`src/rtl/adder_stage_pkg.sv`:
```
// rtl/adder_stage_pkg.sv - shared operand types and saturation limits for the adder operand stage
package adder_stage_pkg;

  typedef logic signed [31:0] operand_t;

  typedef struct packed {
    operand_t a;
    operand_t b;
  } op_pair_t;

  // Clamp values used when saturating overflowed sums.
  localparam operand_t SAT_MAX = 32'sh7FFF_FFFF;
  localparam operand_t SAT_MIN = 32'sh8000_0000;

endpackage

```
`src/rtl/adder_op_fifo.sv`:
```
// rtl/adder_op_fifo.sv - synchronous operand-pair FIFO with explicit occupancy count
module adder_op_fifo
  import adder_stage_pkg::*;
#(
  parameter int DEPTH = 4,
  parameter int PW    = $clog2(DEPTH),
  parameter int CW    = $clog2(DEPTH) + 1
) (
  input  logic           i_clk,
  input  logic           i_rst,
  input  logic           i_push,
  input  op_pair_t       i_data,
  input  logic           i_pop,
  output op_pair_t       o_head,
  output logic [CW-1:0]  o_count
);

  op_pair_t        mem_q [DEPTH];
  logic [PW-1:0]   wr_ptr_q, wr_ptr_d;
  logic [PW-1:0]   rd_ptr_q, rd_ptr_d;
  logic [CW-1:0]   count_q,  count_d;

  // Next pointers wrap naturally at DEPTH (power of two); count tracked on its own.
  always_comb begin
    wr_ptr_d = wr_ptr_q;
    rd_ptr_d = rd_ptr_q;
    count_d  = count_q;
    if (i_push) wr_ptr_d = wr_ptr_q + 1'b1;
    if (i_pop)  rd_ptr_d = rd_ptr_q + 1'b1;
    case ({i_push, i_pop})
      2'b10:   count_d = count_q + 1'b1;
      2'b01:   count_d = count_q - 1'b1;
      default: count_d = count_q;
    endcase
  end

  // Pointer and occupancy registers; reset discards all queued pairs.
  always_ff @(posedge i_clk) begin
    if (i_rst) begin
      wr_ptr_q <= '0;
      rd_ptr_q <= '0;
      count_q  <= '0;
    end else begin
      wr_ptr_q <= wr_ptr_d;
      rd_ptr_q <= rd_ptr_d;
      count_q  <= count_d;
    end
  end

  // Storage write; contents need no reset because count gates visibility.
  always_ff @(posedge i_clk) begin
    if (i_push && !i_rst) begin
      mem_q[wr_ptr_q] <= i_data;
    end
  end

  // Head entry is zero while empty so the adder sees a quiet input.
  always_comb begin
    o_head = '0;
    if (count_q != '0) o_head = mem_q[rd_ptr_q];
  end

  assign o_count = count_q;

endmodule

```
`src/rtl/adder_operand_stage.sv`:
```
// rtl/adder_operand_stage.sv - operand FIFO and registered result slot feeding a combinational adder (option: ADDER_OPERAND_STAGE_SAT_EN)
module adder_operand_stage
  import adder_stage_pkg::*;
#(
  parameter int DEPTH = 4,
  parameter int W     = 32
) (
  input  logic                       i_clk,
  input  logic                       i_rst,
  input  logic                       i_in_valid,
  output logic                       o_in_ready,
  input  logic signed [W-1:0]        i_in_a,
  input  logic signed [W-1:0]        i_in_b,
  output logic signed [W-1:0]        o_op_a,
  output logic signed [W-1:0]        o_op_b,
  input  logic signed [W-1:0]        i_sum,
  output logic                       o_out_valid,
  input  logic                       i_out_ready,
  output logic signed [W-1:0]        o_out_sum,
`ifdef ADDER_OPERAND_STAGE_SAT_EN
  output logic                       o_sat_seen,
`endif
  output logic [$clog2(DEPTH):0]     o_count
);

  localparam int CW = $clog2(DEPTH) + 1;
  localparam logic [CW-1:0] DEPTH_C = CW'(DEPTH);

  op_pair_t            in_pair;
  op_pair_t            head_pair;
  logic [CW-1:0]       count;
  logic                push;
  logic                pop;

  logic                out_valid_q, out_valid_d;
  logic signed [W-1:0] out_sum_q,   out_sum_d;
  logic signed [W-1:0] sum_cap;
`ifdef ADDER_OPERAND_STAGE_SAT_EN
  logic                sat_seen_q,  sat_seen_d;
  logic                ovf;
`endif

  assign in_pair.a = i_in_a;
  assign in_pair.b = i_in_b;

  // Pop whenever a pair is queued and the result slot is free or being emptied.
  always_comb begin
    pop        = (count != '0) && (!out_valid_q || i_out_ready);
    o_in_ready = (count < DEPTH_C) || pop;
    push       = i_in_valid && o_in_ready && !i_rst;
  end

  adder_op_fifo #(
    .DEPTH (DEPTH)
  ) u_fifo (
    .i_clk   (i_clk),
    .i_rst   (i_rst),
    .i_push  (push),
    .i_data  (in_pair),
    .i_pop   (pop),
    .o_head  (head_pair),
    .o_count (count)
  );

  assign o_op_a = head_pair.a;
  assign o_op_b = head_pair.b;

`ifdef ADDER_OPERAND_STAGE_SAT_EN
  // Overflow: operands share a sign the sum does not; clamp toward that sign.
  always_comb begin
    ovf     = (o_op_a[W-1] == o_op_b[W-1]) && (i_sum[W-1] != o_op_a[W-1]);
    sum_cap = i_sum;
    if (ovf) sum_cap = o_op_a[W-1] ? SAT_MIN : SAT_MAX;
  end
`else
  // Plain two's-complement wrap: the adder's sum is taken as-is.
  always_comb begin
    sum_cap = i_sum;
  end
`endif

  // Result slot next state: capture on pop, otherwise clear once consumed.
  always_comb begin
    out_valid_d = out_valid_q;
    out_sum_d   = out_sum_q;
`ifdef ADDER_OPERAND_STAGE_SAT_EN
    sat_seen_d  = sat_seen_q;
`endif
    if (pop) begin
      out_valid_d = 1'b1;
      out_sum_d   = sum_cap;
`ifdef ADDER_OPERAND_STAGE_SAT_EN
      sat_seen_d  = sat_seen_q | ovf;
`endif
    end else if (out_valid_q && i_out_ready) begin
      out_valid_d = 1'b0;
    end
  end

  // Result slot registers; reset drops any pending result.
  always_ff @(posedge i_clk) begin
    if (i_rst) begin
      out_valid_q <= 1'b0;
      out_sum_q   <= '0;
`ifdef ADDER_OPERAND_STAGE_SAT_EN
      sat_seen_q  <= 1'b0;
`endif
    end else begin
      out_valid_q <= out_valid_d;
      out_sum_q   <= out_sum_d;
`ifdef ADDER_OPERAND_STAGE_SAT_EN
      sat_seen_q  <= sat_seen_d;
`endif
    end
  end

  assign o_out_valid = out_valid_q;
  assign o_out_sum   = out_sum_q;
  assign o_count     = count;
`ifdef ADDER_OPERAND_STAGE_SAT_EN
  assign o_sat_seen  = sat_seen_q;
`endif

endmodule
```
`config.mk`:
```
export PLATFORM = sky130hd
export DESIGN_NAME = adder_operand_stage
export DESIGN_NICKNAME = d
export VERILOG_FILES = /design/src/rtl/adder_stage_pkg.sv /design/src/rtl/adder_op_fifo.sv /design/src/rtl/adder_operand_stage.sv
export SDC_FILE = /design/constraint.sdc
export NUM_CORES = 1
export LEC_CHECK = 0
export ABC_AREA = 1
export CAP_MARGIN = 20
export CORE_UTILIZATION = 30
export CTS_BUF_LIST = sky130_fd_sc_hd__clkbuf_8 sky130_fd_sc_hd__clkbuf_16
export DETAILED_ROUTE_END_ITERATION = 10
export SYNTH_ARGS = -nofsm -noshare
export SYNTH_HDL_FRONTEND = slang
export SYNTH_SLANG_ARGS = --single-unit
```
`constraint.sdc`:
```
create_clock -name i_clk -period 9.2 [get_ports i_clk]
set_input_delay 1.84 -clock i_clk [delete_from_list [all_inputs] [get_ports i_clk]]
set_output_delay 1.84 -clock i_clk [all_outputs]
set_load 0.1 [all_outputs]
```
* Word-level counts from Yosys, hierarchy flattened
Memories as Yosys holds them, arrays and structs flattened. A register that Yosys moved wholly into a read port is not among the register bits.
Index checks and enable logic that the tools add are counted.
** Storage, ports and cells
- Bits in registers :: 40
- Bits in latches :: 0
- RAM bits :: 256
- Bits in read-only memories :: 0
- Memories kept :: 1
** Memories
- u_fifo.mem_q :: depth 4, width 64, rd ports 1, clocked after Yosys merged registers in 1, wr ports 1, RTL line adder_op_fifo.sv:18 : op_pair_t mem_q [DEPTH];
** Operators by class
- Add/sub/neg operators :: 4
- Multiply operators :: 0
- Div/mod/pow operators :: 0
- $lt $le $gt $ge :: 1
- Eq/ne operators :: 2
- Shift operators :: 0
- Mux-type cells :: 8
- Bitwise operators :: 0
- Reduce and logical (&&, ||, !) cells :: 12
** Operators with widths (count)
- $mux 64 :: 1
- $pmux 3 s2 :: 1
- $logic_and 1x1->1 :: 5
- $add 2x1->2 const B :: 2
- $mux 1 :: 4
- $mux 2 :: 2
- $reduce_bool 2->1 :: 2
- $add 3x1->3 const B :: 1
- $lt 3x3->1 const B :: 1
- $reduce_bool 3->1 :: 1
- $sub 3x1->3 const B :: 1
- $eq 2x1->1 const B :: 1
- $eq 2x2->1 const B :: 1
- $logic_not 1->1 :: 2
- $logic_or 1x1->1 :: 2

* Logic depth before layout (Yosys ltp)
- Depth after elaboration :: 9
- Depth in mapped cells :: 14

* By module
Synthesis repeated with hierarchy kept, for this count alone.
** Second synthesis, totals
- Cells, all modules :: 1100
- Area, all modules :: 12054.1 sq um
** By module, submodules not included
- adder_op_fifo :: instances 1, cells each 876, area an instance 10532.6 sq um, sequential area each 7867.5 sq um
- adder_operand_stage :: instances 1, cells each 224, area an instance 1521.5 sq um, sequential area each 660.6 sq um

* Worst setup path before layout
OpenSTA, ideal clock, no wires.
- Path type :: input to register
- From :: in i_out_ready
- To :: mem u_fifo.mem_q[0][0] (netlist name) (enable)
- Data arrival time :: 5.711 ns
- Setup slack :: 3.002 ns
- Stages on the path :: 4
- Path buffers :: 0
- Cells stage by stage :: inv_1 > nand3_1 > nand2_1 > nor2_1
** Between the ends
- Longest elaborated chain between the ends :: 8
** Ends and longest elaborated chain
- from (decl) :: RTL line adder_operand_stage.sv:18 : input logic i_out_ready,
- $logic_or 1x1->1 :: RTL line adder_operand_stage.sv:48 : pop = (count != '0) && (!out_valid_q || i_out_ready);
- $logic_and 1x1->1 :: RTL line adder_operand_stage.sv:48
- $logic_or 1x1->1 :: RTL line adder_operand_stage.sv:49 : o_in_ready = (count < DEPTH_C) || pop;
- net o_in_ready :: RTL line adder_operand_stage.sv:11 : output logic o_in_ready,
- $logic_and 1x1->1 (2 in series) :: RTL line adder_operand_stage.sv:50 : push = i_in_valid && o_in_ready && !i_rst;
- $logic_and 1x1->1 :: RTL line adder_op_fifo.sv:52 : if (i_push && !i_rst) begin
- $mux 1 :: RTL line adder_op_fifo.sv:52
- $mux 1 (implied by the code) :: RTL line adder_op_fifo.sv:53 : mem_q[wr_ptr_q] <= i_data;
- to (decl) :: RTL line adder_op_fifo.sv:18
The timed path passes the listed nets, and every way through them passes these cells.

==> results by group <==
Synthesis
  – Number of flip-flops and latches in the synthesized netlist: 298
  – Library cells used by synthesis: 19
  – Synthesized cell area: 0.0118 sq mm
  – Post-synthesis net count: 1111
  – Syn_area_per_cell: 11.7 sq um
  – Cell type with the highest aggregate area in the netlist: sky130_fd_sc_hd__edfxtp_1
  – Sequential element share of the synthesized area: 72.5%
  – Synth Instances: 1005
  – Top cells by area, synth: sky130_fd_sc_hd__edfxtp_1 65%, sky130_fd_sc_hd__nor2_1 11%, sky130_fd_sc_hd__dfxtp_1 7.1%, sky130_fd_sc_hd__o21ai_0 5.2%, sky130_fd_sc_hd__a21oi_1 2.9%
  – Area share of the largest cell type after synthesis: 65.4%
  – Yosys warns: 0

Clock tree
  – Number of sinks on the clock net: 298
  – Count of hold buffers inserted by post-cts repair: 0
  – Clock H-tree levels: 2
  – Worst-Skew Late Latency: 0.53 ns
  – Clock tree from TritonCTS: yes
  – Clock tree root buffer cell: sky130_fd_sc_hd__clkbuf_16
  – Setup Fix Bufs, Post-CTS: 0
  – Maximum buffer depth of the clock tree: 3
  – Post-CTS resize count: 0
  – Clock-pin slew on the worst setup and hold paths: 0.05 ns
  – Number of CTS-inserted buffers: 35

Layout
  – Count of filler cells inserted in the layout: 3653
  – Final instance count without filler cells: 1735
  – Number of nets in the finished design: 1297
  – Share of final-layout standard cells stronger than drive strength 1: 5.93%
  – Layout-stage area growth over the synthesis result: 30.5%

Placement
  – Last weighted congestion value of the routability-driven placer: 0.717
  – Pre-CTS WS: 3.67 ns
  – Cell total after placement: 1672
  – Count of buffers from port buffering: 200
  – Placed wire-length estimate: 16.1 mm

Drt
  – TritonRoute pass-1 iters: 5
  – Detail-routed via count per cell: 4.53
  – 1st-iter DRT viols: 359
  – DR DRC count: 0
  – Via count: 7863
  – Post-DR wirelength/cell: 16.4 microns
  – Total routed wirelength: 28.5 mm
  – Post-route antenna net violation count: 0

GRT
  – Maximum number of pins on one net before global-route repair: 83
  – Gr ovfl total: 0
  – Total global routing track utilization: 14.2%
  – Antenna violations before repair: 3
  – Number of global-route vias before repair: 7769
  – Global-route wire length before repair: 42.9 mm

Die
  – Die outline area: 0.0400 sq mm
  – Effective utilization at floorplan: 30.4%
  – Floorplan row count: 72
  – X dimension of the die: 200 microns
  – Die height: 200 microns
  – Boundary Pins: 201
  – Area of the core: 0.0386 sq mm

Timing
  – Setup TNS Final: 0 ns
  – Tightest Pin Transition: 1.05 ns
  – Max Clock Freq: 168 MHz
  – Worst slew margin: 29.8%
  – RSZ-0062 raised after global routing: false
  – Final-report max-slew violation count: 0
  – Worst Setup Slack, final: 3.23 ns
  – Final Hold Slack: 0.477 ns
  – Final worst-path cycle share: 64.9%
  – Hold violation total from the final report: 0
  – Fin crit period: 5.97 ns
  – Count of endpoints failing setup in the final report: 0
  – Worst-case clock skew: 0.0151 ns

Setup path
  – Crit Reg-Reg Startpoint: u_fifo.o_count[2]$_SDFFE_PP0P_
  – Data arrival time at the worst-slack endpoint: 4.13 ns
  – Required time worst endpoint: 7.36 ns
  – Crit path capture type: output pin
  – Setup slack of the most critical reg-to-reg path: 6.33 ns
  – Kind of start point of the critical path: register
  – Largest fanout of any net on the critical path: 82
  – Category of the critical setup timing path: register to output pin

Min path
  – Worst min-delay path category: register to register
  – Startpoint of the worst hold path: o_out_sum[22]$_SDFFE_PP0P_

Flow run
  – Reported max-cap violation count: 0

Status
  – Outcome: complete, no violations
## flip-flops by register name, indices dropped and copies added (netlist names), named ones only
| name | flops |
|---|---|
| u_fifo.wr_ptr_q | 2 |
| o_out_sum | 32 |
| u_fifo.mem_q | 256 |
| u_fifo.o_count | 3 |
| u_fifo.rd_ptr_q | 2 |
| o_out_valid | 1 |
## worst max-delay path: stages, from the launching register on
cell and delay (ns):
sky130_fd_sc_hd__dfxtp_4 0.74, sky130_fd_sc_hd__clkinv_2 0.73, sky130_fd_sc_hd__buf_4 0.61, sky130_fd_sc_hd__o21ai_0 0.34
sky130_fd_sc_hd__a21oi_1 0.10, sky130_fd_sc_hd__clkdlybuf4s50_1 1.01
## cells in the final DEF, fill, tap and decap left out
cell	n
sky130_fd_sc_hd__fa_1	1
sky130_fd_sc_hd__clkdlybuf4s50_1	200
sky130_fd_sc_hd__bufinv_16	6
sky130_fd_sc_hd__o21ai_0	122
sky130_fd_sc_hd__clkinv_4	1
sky130_fd_sc_hd__nand3_1	5
sky130_fd_sc_hd__nand2_2	2
sky130_fd_sc_hd__nand2_1	47
sky130_fd_sc_hd__dfxtp_4	2
sky130_fd_sc_hd__dfxtp_1	40
sky130_fd_sc_hd__buf_4	9
sky130_fd_sc_hd__clkbuf_16	35
sky130_fd_sc_hd__ha_1	5
sky130_fd_sc_hd__diode_2	2
sky130_fd_sc_hd__nor2_4	4
sky130_fd_sc_hd__a21oi_1	67
sky130_fd_sc_hd__o21ai_1	9
sky130_fd_sc_hd__nor2_1	329
sky130_fd_sc_hd__inv_2	3
sky130_fd_sc_hd__buf_16	1
sky130_fd_sc_hd__inv_6	3
sky130_fd_sc_hd__edfxtp_1	256
sky130_fd_sc_hd__nand3b_1	32
sky130_fd_sc_hd__clkinvlp_4	2
sky130_fd_sc_hd__inv_1	26
sky130_fd_sc_hd__clkinv_1	4
sky130_fd_sc_hd__clkinv_2	4
## per-stage QoR
stage                     util, %  cell area (sq um)
after floorplan                 -              11800
after global placement       36.6              14100
after detailed placement     36.7              14200
after CTS                    39.7              15300
after global routing         39.7              15300
final                        39.7              15300
## Yosys cell counts
| library cell | number |
|---|---|
| sky130_fd_sc_hd__buf_1 | 7 |
| sky130_fd_sc_hd__buf_6 | 12 |
| sky130_fd_sc_hd__a21oi_1 | 67 |
| sky130_fd_sc_hd__nand2_1 | 47 |
| sky130_fd_sc_hd__nand3b_1 | 32 |
| sky130_fd_sc_hd__nor2_1 | 333 |
| sky130_fd_sc_hd__edfxtp_1 | 256 |
| sky130_fd_sc_hd__buf_2 | 19 |
| sky130_fd_sc_hd__nand2_2 | 2 |
| sky130_fd_sc_hd__inv_1 | 20 |
| sky130_fd_sc_hd__ha_1 | 5 |
| sky130_fd_sc_hd__inv_2 | 3 |
| sky130_fd_sc_hd__buf_4 | 7 |
| sky130_fd_sc_hd__o21ai_1 | 9 |
| sky130_fd_sc_hd__clkbuf_1 | 16 |
| sky130_fd_sc_hd__nand3_1 | 5 |
| sky130_fd_sc_hd__fa_1 | 1 |
| sky130_fd_sc_hd__o21ai_0 | 122 |
| sky130_fd_sc_hd__dfxtp_1 | 42 |
## layer usage
layer	part of all wire (%)	GRT usage, %
met1	43	17.5
met2	46	23.1
met3	9.3	5.12
met4	2.0	4.98
met5	0.053	0
## logic make-up after synthesis
| kind of cell | Yosys count | share of synthesized area [%] |
|---|---|---|
| flops | 298 | 72.5 |
| buf+inv | 84 | 3.87 |
| compound gates | 198 | 8.43 |
| fa+ha+maj | 6 | 0.702 |
| simple gates | 419 | 14.5 |
## worst paths after layout
check	endpoint	cells after the start
worst max-delay path	o_op_b[20]	5
worst min-delay path	o_out_sum[22]$_SDFFE_PP0P_	2
worst max register to register	u_fifo.o_count[2]$_SDFFE_PP0P_	13
worst min register to register	o_out_sum[22]$_SDFFE_PP0P_	2
## cell type report
| type | instances | area [sq um] | area share [%] |
|---|---|---|---|
| diodes | 2 | 5.00 | 0.0326 |
| clock buffers | 35 | 876 | 5.71 |
| clock inverters | 26 | 287 | 1.87 |
| inverters | 23 | 87.6 | 0.571 |
| multi-input cells | 623 | 2810 | 18.3 |
| flip-flops and latches | 298 | 8540 | 55.6 |
| well taps | 518 | 648 | 4.22 |
| repair buffers | 210 | 2100 | 13.7 |
Power is not shown: default switching activity piles up to over one toggle a cycle in this logic, so the estimate is an artifact.
